==> src/rtl/io_sel_ctrl.sv <==
// Routing-word owner for the PulseCounter input switch.
// Shadow table of pin selections, committed atomically on a sample_tick boundary.
module io_sel_ctrl #(
  parameter int INPUT_WIDTH  = 20,
  parameter int TICK_TIMEOUT = 1024
) (
  input  logic        clk,
  input  logic        reset,
  input  logic        wr_valid,
  output logic        wr_ready,
  input  logic [2:0]  wr_ch,
  input  logic        wr_side,
  input  logic [4:0]  wr_pin,
  input  logic        commit,
  input  logic        abort,
  input  logic        sample_tick,
  input  logic        err_clr,
  output logic        busy,
  output logic        pending,
  output logic        commit_done,
  output logic        err,
  output logic        tmo,
  output logic [32:0] IO_Sel0,
  output logic [32:0] IO_Sel1,
  output logic [32:0] IO_Sel2
);

  typedef enum logic [1:0] {
    S_IDLE,
    S_STAGED,
    S_WAIT,
    S_APPLY
  } state_t;

  localparam int CW = (TICK_TIMEOUT > 2) ? $clog2(TICK_TIMEOUT) : 1;
  localparam logic [CW-1:0] TMO_LAST = CW'(TICK_TIMEOUT - 1);
  localparam logic [5:0] IW = 6'(INPUT_WIDTH);

  state_t st, nxt;
  logic [CW-1:0] cnt;
  logic [4:0] sh_a [8];
  logic [4:0] sh_b [8];
  logic [4:0] act_a [8];
  logic [4:0] act_b [8];
  logic [32:0] io_w [3];

  logic wr_fire, pin_ok;
  logic do_wr, bad_wr, do_abort, do_apply;
  logic tmo_set, tmo_drop, cnt_clr;

  assign wr_ready = (st == S_IDLE) || (st == S_STAGED);
  assign busy     = (st == S_WAIT) || (st == S_APPLY);
  assign pending  = (st == S_STAGED);
  assign wr_fire  = wr_valid && wr_ready;
  assign pin_ok   = {1'b0, wr_pin} < IW;

  // Next-state and per-cycle control; abort beats commit beats write.
  always_comb begin
    nxt      = st;
    do_wr    = 1'b0;
    bad_wr   = 1'b0;
    do_abort = 1'b0;
    do_apply = 1'b0;
    tmo_set  = 1'b0;
    tmo_drop = 1'b0;
    cnt_clr  = 1'b0;
    unique case (st)
      S_IDLE, S_STAGED: begin
        if (abort) begin
          do_abort = 1'b1;
          nxt      = S_IDLE;
        end else begin
          do_wr  = wr_fire && pin_ok;
          bad_wr = wr_fire && !pin_ok;
          if (commit) begin
            nxt      = S_WAIT;
            cnt_clr  = 1'b1;
            tmo_drop = 1'b1;
          end else if (do_wr) begin
            nxt = S_STAGED;
          end
        end
      end
      S_WAIT: begin
        if (abort) begin
          do_abort = 1'b1;
          nxt      = S_IDLE;
        end else if (sample_tick) begin
          nxt = S_APPLY;
        end else if (TICK_TIMEOUT != 0 && cnt == TMO_LAST) begin
          nxt     = S_APPLY;
          tmo_set = 1'b1;
        end
      end
      S_APPLY: begin
        do_apply = 1'b1;
        nxt      = S_IDLE;
      end
      default: nxt = S_IDLE;
    endcase
  end

  // State register.
  always_ff @(posedge clk) begin
    if (reset) st <= S_IDLE;
    else       st <= nxt;
  end

  // Tick-wait counter, restarted on each commit.
  always_ff @(posedge clk) begin
    if (reset)             cnt <= '0;
    else if (cnt_clr)      cnt <= '0;
    else if (st == S_WAIT) cnt <= cnt + 1'b1;
  end

  // Shadow and active route tables.
  always_ff @(posedge clk) begin
    if (reset) begin
      for (int k = 0; k < 8; k++) begin
        sh_a[k]  <= 5'(2 * k);
        sh_b[k]  <= 5'(2 * k + 1);
        act_a[k] <= 5'(2 * k);
        act_b[k] <= 5'(2 * k + 1);
      end
    end else begin
      if (do_abort) begin
        for (int k = 0; k < 8; k++) begin
          sh_a[k] <= act_a[k];
          sh_b[k] <= act_b[k];
        end
      end else if (do_wr) begin
        if (wr_side) sh_b[wr_ch] <= wr_pin;
        else         sh_a[wr_ch] <= wr_pin;
      end
      if (do_apply) begin
        for (int k = 0; k < 8; k++) begin
          act_a[k] <= sh_a[k];
          act_b[k] <= sh_b[k];
        end
      end
    end
  end

  // Status flags; a set in the same cycle beats a clear.
  always_ff @(posedge clk) begin
    if (reset) begin
      commit_done <= 1'b0;
      err         <= 1'b0;
      tmo         <= 1'b0;
    end else begin
      commit_done <= do_apply;
      if (bad_wr)       err <= 1'b1;
      else if (err_clr) err <= 1'b0;
      if (tmo_set)                   tmo <= 1'b1;
      else if (err_clr || tmo_drop)  tmo <= 1'b0;
    end
  end

  // Pack active routes: channel k -> word k/3, slot k%3, CHA low, CHB high.
  always_comb begin
    for (int w = 0; w < 3; w++) io_w[w] = '0;
    for (int k = 0; k < 8; k++) begin
      io_w[k/3][10*(k%3) +: 5]     = act_a[k];
      io_w[k/3][10*(k%3) + 5 +: 5] = act_b[k];
    end
  end

  assign IO_Sel0 = io_w[0];
  assign IO_Sel1 = io_w[1];
  assign IO_Sel2 = io_w[2];

endmodule

==> config.mk <==
export PLATFORM = sky130hd
export DESIGN_NAME = io_sel_ctrl
export DESIGN_NICKNAME = d
export VERILOG_FILES = /design/src/rtl/io_sel_ctrl.sv
export SDC_FILE = /design/constraint.sdc
export NUM_CORES = 1
export LEC_CHECK = 0
export ABC_CLOCK_PERIOD_IN_PS = 4500
export CORE_MARGIN = 4
export CORE_UTILIZATION = 50
export CTS_BUF_LIST = sky130_fd_sc_hd__clkbuf_4 sky130_fd_sc_hd__clkbuf_8 sky130_fd_sc_hd__clkbuf_16
export CTS_CLUSTER_SIZE = 25
export DETAILED_ROUTE_END_ITERATION = 12
export GPL_ROUTABILITY_DRIVEN = 0
export HOLD_SLACK_MARGIN = 0.1
export PLACE_DENSITY = 0.79
export SLEW_MARGIN = 20
export SYNTH_ARGS = -nofsm -noshare
export SYNTH_HDL_FRONTEND = slang
export SYNTH_SLANG_ARGS = --single-unit
export TNS_END_PERCENT = 50
==> constraint.sdc <==
create_clock -name clk -period 4.5 [get_ports clk]
set_input_delay 0.675 -clock clk [delete_from_list [all_inputs] [get_ports clk]]
set_output_delay 0.675 -clock clk [all_outputs]
set_load 0.02 [all_outputs]
After elaboration in Yosys (flattened, before gate mapping) --
Memories as Yosys holds them, arrays and structs flattened. Index checks and enable logic that the tools add are counted.
Word-level totals: output and inout bits 105, bits in registers 15, memories 4, memory bits (writable) 160
Cells by class: eq/ne operators 6, reduce and logical (&&, ||, !) cells 16, $add $sub $neg 1, order comparisons 1, muxes and demuxes 81, bitwise operators 32
Memories:
- act_a | words 8, bits a word 5, rd ports 8, clocked after Yosys merged registers in 0, wr ports 8, RTL line 43 | logic [4:0] act_a [8];
- act_b | words 8, bits a word 5, rd ports 8, clocked after Yosys merged registers in 0, wr ports 8, RTL line 44 | logic [4:0] act_b [8];
- sh_a | words 8, bits a word 5, rd ports 8, clocked after Yosys merged registers in 0, wr ports 8, RTL line 41 | logic [4:0] sh_a [8];
- sh_b | words 8, bits a word 5, rd ports 8, clocked after Yosys merged registers in 0, wr ports 8, RTL line 42 | logic [4:0] sh_b [8];
Operators by type and width (count):
- $mux W5 | 34
- $mux W1 | 38
- $or A1 B1 Y1 | 32
- $mux W2 | 6
- $add A10 B1 Y10 const B | 1
- $eq A10 B10 Y1 const B | 1
- $reduce_or A5 Y1 | 2
- $mux W3 | 2
- $pmux W2 S3 | 1
- $lt A5 B5 Y1 const B | 1
- $eq A2 B2 Y1 const B | 2
- $ne A4 B3 Y1 const B | 1
- $ne A4 B4 Y1 const B | 1
- $reduce_bool A2 Y1 | 2
- $reduce_or A2 Y1 | 2
- $logic_and A1 B1 Y1 | 3
- $logic_or A1 B1 Y1 | 3
- $reduce_or A3 Y1 | 1
- $eq A2 B1 Y1 const B | 1
- $logic_not A2 Y1 | 1
- $reduce_and A2 Y1 | 1
- $logic_not A1 Y1 | 1

Logic depth before layout (Yosys ltp) --
depth after elaboration 12, mapped depth 5, depth with buffers taken out 4

Worst setup path after synthesis --
OpenSTA, ideal clock, no wires.
path type in2reg, start point input port reset, end point memory act_a[0][0] (enable), path buffers 0, path slack 1776 ps, library setup time 434 ps, stages on the path 2, data required time 4066 ps, arrival 2290 ps, cell sequence a21oi_1 inv_1
RTL lines:
- start, declared | RTL line 8 | input logic reset,
- end, declared | RTL line 43

==> summary.txt <==
Timing
  – RSZ-0062 raised after global routing: no
  – Slew margin rel.: between 40% and 50%
  – Min Tclk post-route: slightly below 3 ns
  – Crit share post-route: 65.5%
  – Clk_skew: 0.00985 ns
  – Final setup viols: 0
  – Final hold vios: 0
  – Slew Limit Fails: 0
  – Setup tns final: 0 ns
  – Max frequency: 0.339 GHz
  – Worst Max-Slew Pin Slew: 0.849 ns

Final layout
  – Storage cell area: 5100 sq um
  – Filler Cells Inserted: 1087
  – Antenna cell count: 0
  – Layout Nets: 651
  – Finished Cell Area: 9360 sq um
  – Multi-input logic area: 2320 sq um
  – Fin cells: 835
  – Area Growth Syn to Fin: 21.3%
  – Share of layout cells above drive strength 1: 12.1%

Logic synthesis
  – Yosys top cell by area: edfxtp_1
  – Synth cell count leaders: 160 x edfxtp_1, 43 x and2_1, 26 x a22o_1, 24 x or3_1, 23 x clkbuf_1
  – Synth Flop Type: edfxtp_1
  – Share of the synthesized area in the top cell type: 62.3%
  – Synth cell types: 52
  – Async SR Flop Fraction: 0%
  – Syn Inst Count: between 500 and 600
  – Seq/Total Area, Yosys: 66.2%
  – Number of synthesized flops with an enable pin: 160
  – Synth warn: 0
  – Synth area leaders: edfxtp_1 62%, dfxtp_1 3.9%, and2_1 3.5%
  – Yosys reg bits: 175
  – Synth Cell Area: 7710 sq um
  – Most common cell in the synthesized netlist: edfxtp_1
  – Syn avg cell area: 14.2 sq um

Place
  – Cells after DPL: ~800
  – Placed cell areas: 8790 sq um
  – Placed wire-length estimate: 12500 microns
  – IO buf count: 101

Clocking
  – CTS resizes: 0
  – Root buf cell: clkbuf_16
  – CTS tree: built
  – Worst-Skew Late Latency: roughly 0.43 ns
  – Clk buf depth: 2
  – CTS Buf Count: 17
  – Hold_buf cts: 0
  – Post-CTS Setup Repair Bufs: 0
  – Clk sinks: 175
  – H-tree Lvls: 4
  – Clock Pin Slew Worst Setup and Hold Paths: 0.06 ns

Floorplanning
  – Num ports: ~120
  – Die ar.: around 17000 sq um
  – Die height: 132 microns
  – Starting Density: between 50% and 60%
  – Core Footprint: 15100 sq um
  – Die X-Extent: 132 microns
  – Row count: 45

Global routing
  – GRT Resource Usage Total: 21.6%
  – First-pass GRT wire length: 28900 microns
  – Initial antenna violation count: 0
  – Grt ovf: 0
  – Vias in the first global route: 4963
  – Largest net degree at the start of global routing: between 40 and 50

Power and ir drop
  – Leak: about 3.2 nW
  – PD cells: 378 nW/um^2
  – Peak VDD IR: 261 uV
  – Total power: 3.54 mW

Critical path
  – CP Max Fanout: 11
  – CP Class: input pin to flop
  – Worst setup SP type: input pin
  – CP Capture Type: flop
  – Arrival @ worst endpoint: ~3 ns
  – Worst EP required: 4.56 ns

Detailed routing
  – Vias/cell: around 6.0
  – Total number of vias: 5047
  – 1st-iter DRT viols: 514
  – Post-DRT Antenna Nets: 0
  – Routed wire length: 18700 microns
  – Routed wire length per instance: 22.4 microns
  – DRC: 0
  – TritonRoute pass-1 iters: 5

Worst hold path
  – Min-delay worst type: flop to flop

Run
  – Max-cap violation count: 0

Outcome
  – Outcome: complete, no violations
[worst max-delay path, stage by stage]
cell and delay (ns):
clkdlybuf4s50_1 0.71, o21ai_2 0.66, nand3_1 0.30, o21ai_0 0.65
[cell usage in the layout (no fill, tap or decap), types with 6 or more instances in the layout]
cell             Yosys  layout
a21oi_1             10      10
a22o_1              26      26
a2bb2oi_1           10      10
a32o_1              10      10
and2_1              43      43
buf_4               22       7
clkbuf_16            0      17
clkdlybuf4s50_1      0     100
conb_1               1      19
dfxtp_1             15      15
edfxtp_1           160     160
inv_1               13      12
mux2i_1             18      18
nand2_1             19      19
nand2b_1            10      10
nand3_1             10      10
nor2_1              18      17
nor2b_1             15      15
nor4_4               8       8
o21ai_0              8       8
o32a_1               6       6
or2_2               13      13
or3_1               24      24
[cell families after synthesis]
group                      synth area share [%]
AOI/OAI and AO/OA                          8.97
xor gates and xnor gates                  0.227
adders and majority gates                 0.162
buffers and inverters                      4.59
DFF                                        66.2
muxes                                      2.92
other                                    0.0486
and+or+nand+nor                            16.9
[power breakdown]
group	switching, mW	total, mW	internal (mW)
combinational	0.170	0.251	0.0811
clock	0.606	1.43	0.828
sequential	0.0265	1.85	1.82
total	0.803	3.54	2.73
[final timing paths]
kind | from | end | slack (ns) | cells after the start
worst min register to register | err | err | 0.47 | 2
worst max-delay path | wr_pin[2] | sh_a[4][0] | 1.55 | 4
worst min-delay path | err | err | 0.47 | 2
worst max register to register | st[1] | sh_b[4][0] | 1.72 | 4
[metal layers]
| metal | vias up | track usage (%) | routed length, microns |
|---|---|---|---|
| met5 | - | 0 | 0 |
| met4 | 0 | 7.56 | 421 |
| met3 | 32 | 5.61 | 1810 |
| met2 | 313 | 33.2 | 8730 |
| met1 | 2496 | 30.1 | 7730 |
| li1 | 2206 | - | - |
[stage by stage]
step / util [%] / hold slack (ns) / worst slack [ns]
floorplan: - / 0.454 / 1.78
finish: 61.8 / 0.471 / 1.55
detailed placement: 58.0 / 0.466 / 1.16
CTS: 61.8 / 0.475 / 1.60
global route: 61.8 / 0.507 / 1.39
global placement: 58.0 / 0.458 / 1.26
[sequential cells by signal (all words and copies together) (netlist names)]
signal       count
tmo              1
err              1
act_b           40
sh_b            40
commit_done      1
sh_a            40
st               2
cnt             10
act_a           40
[area by class of cell]
class	count	share of cell area (%)
multi-input combinational	318	24.8
clock inverter	12	1.28
inverter	13	0.521
timing repair buffer	109	11.5
tap	188	2.51
clock buffer	20	4.79
sequential	175	54.5
Note: power is estimated with default switching activity, not from simulation.
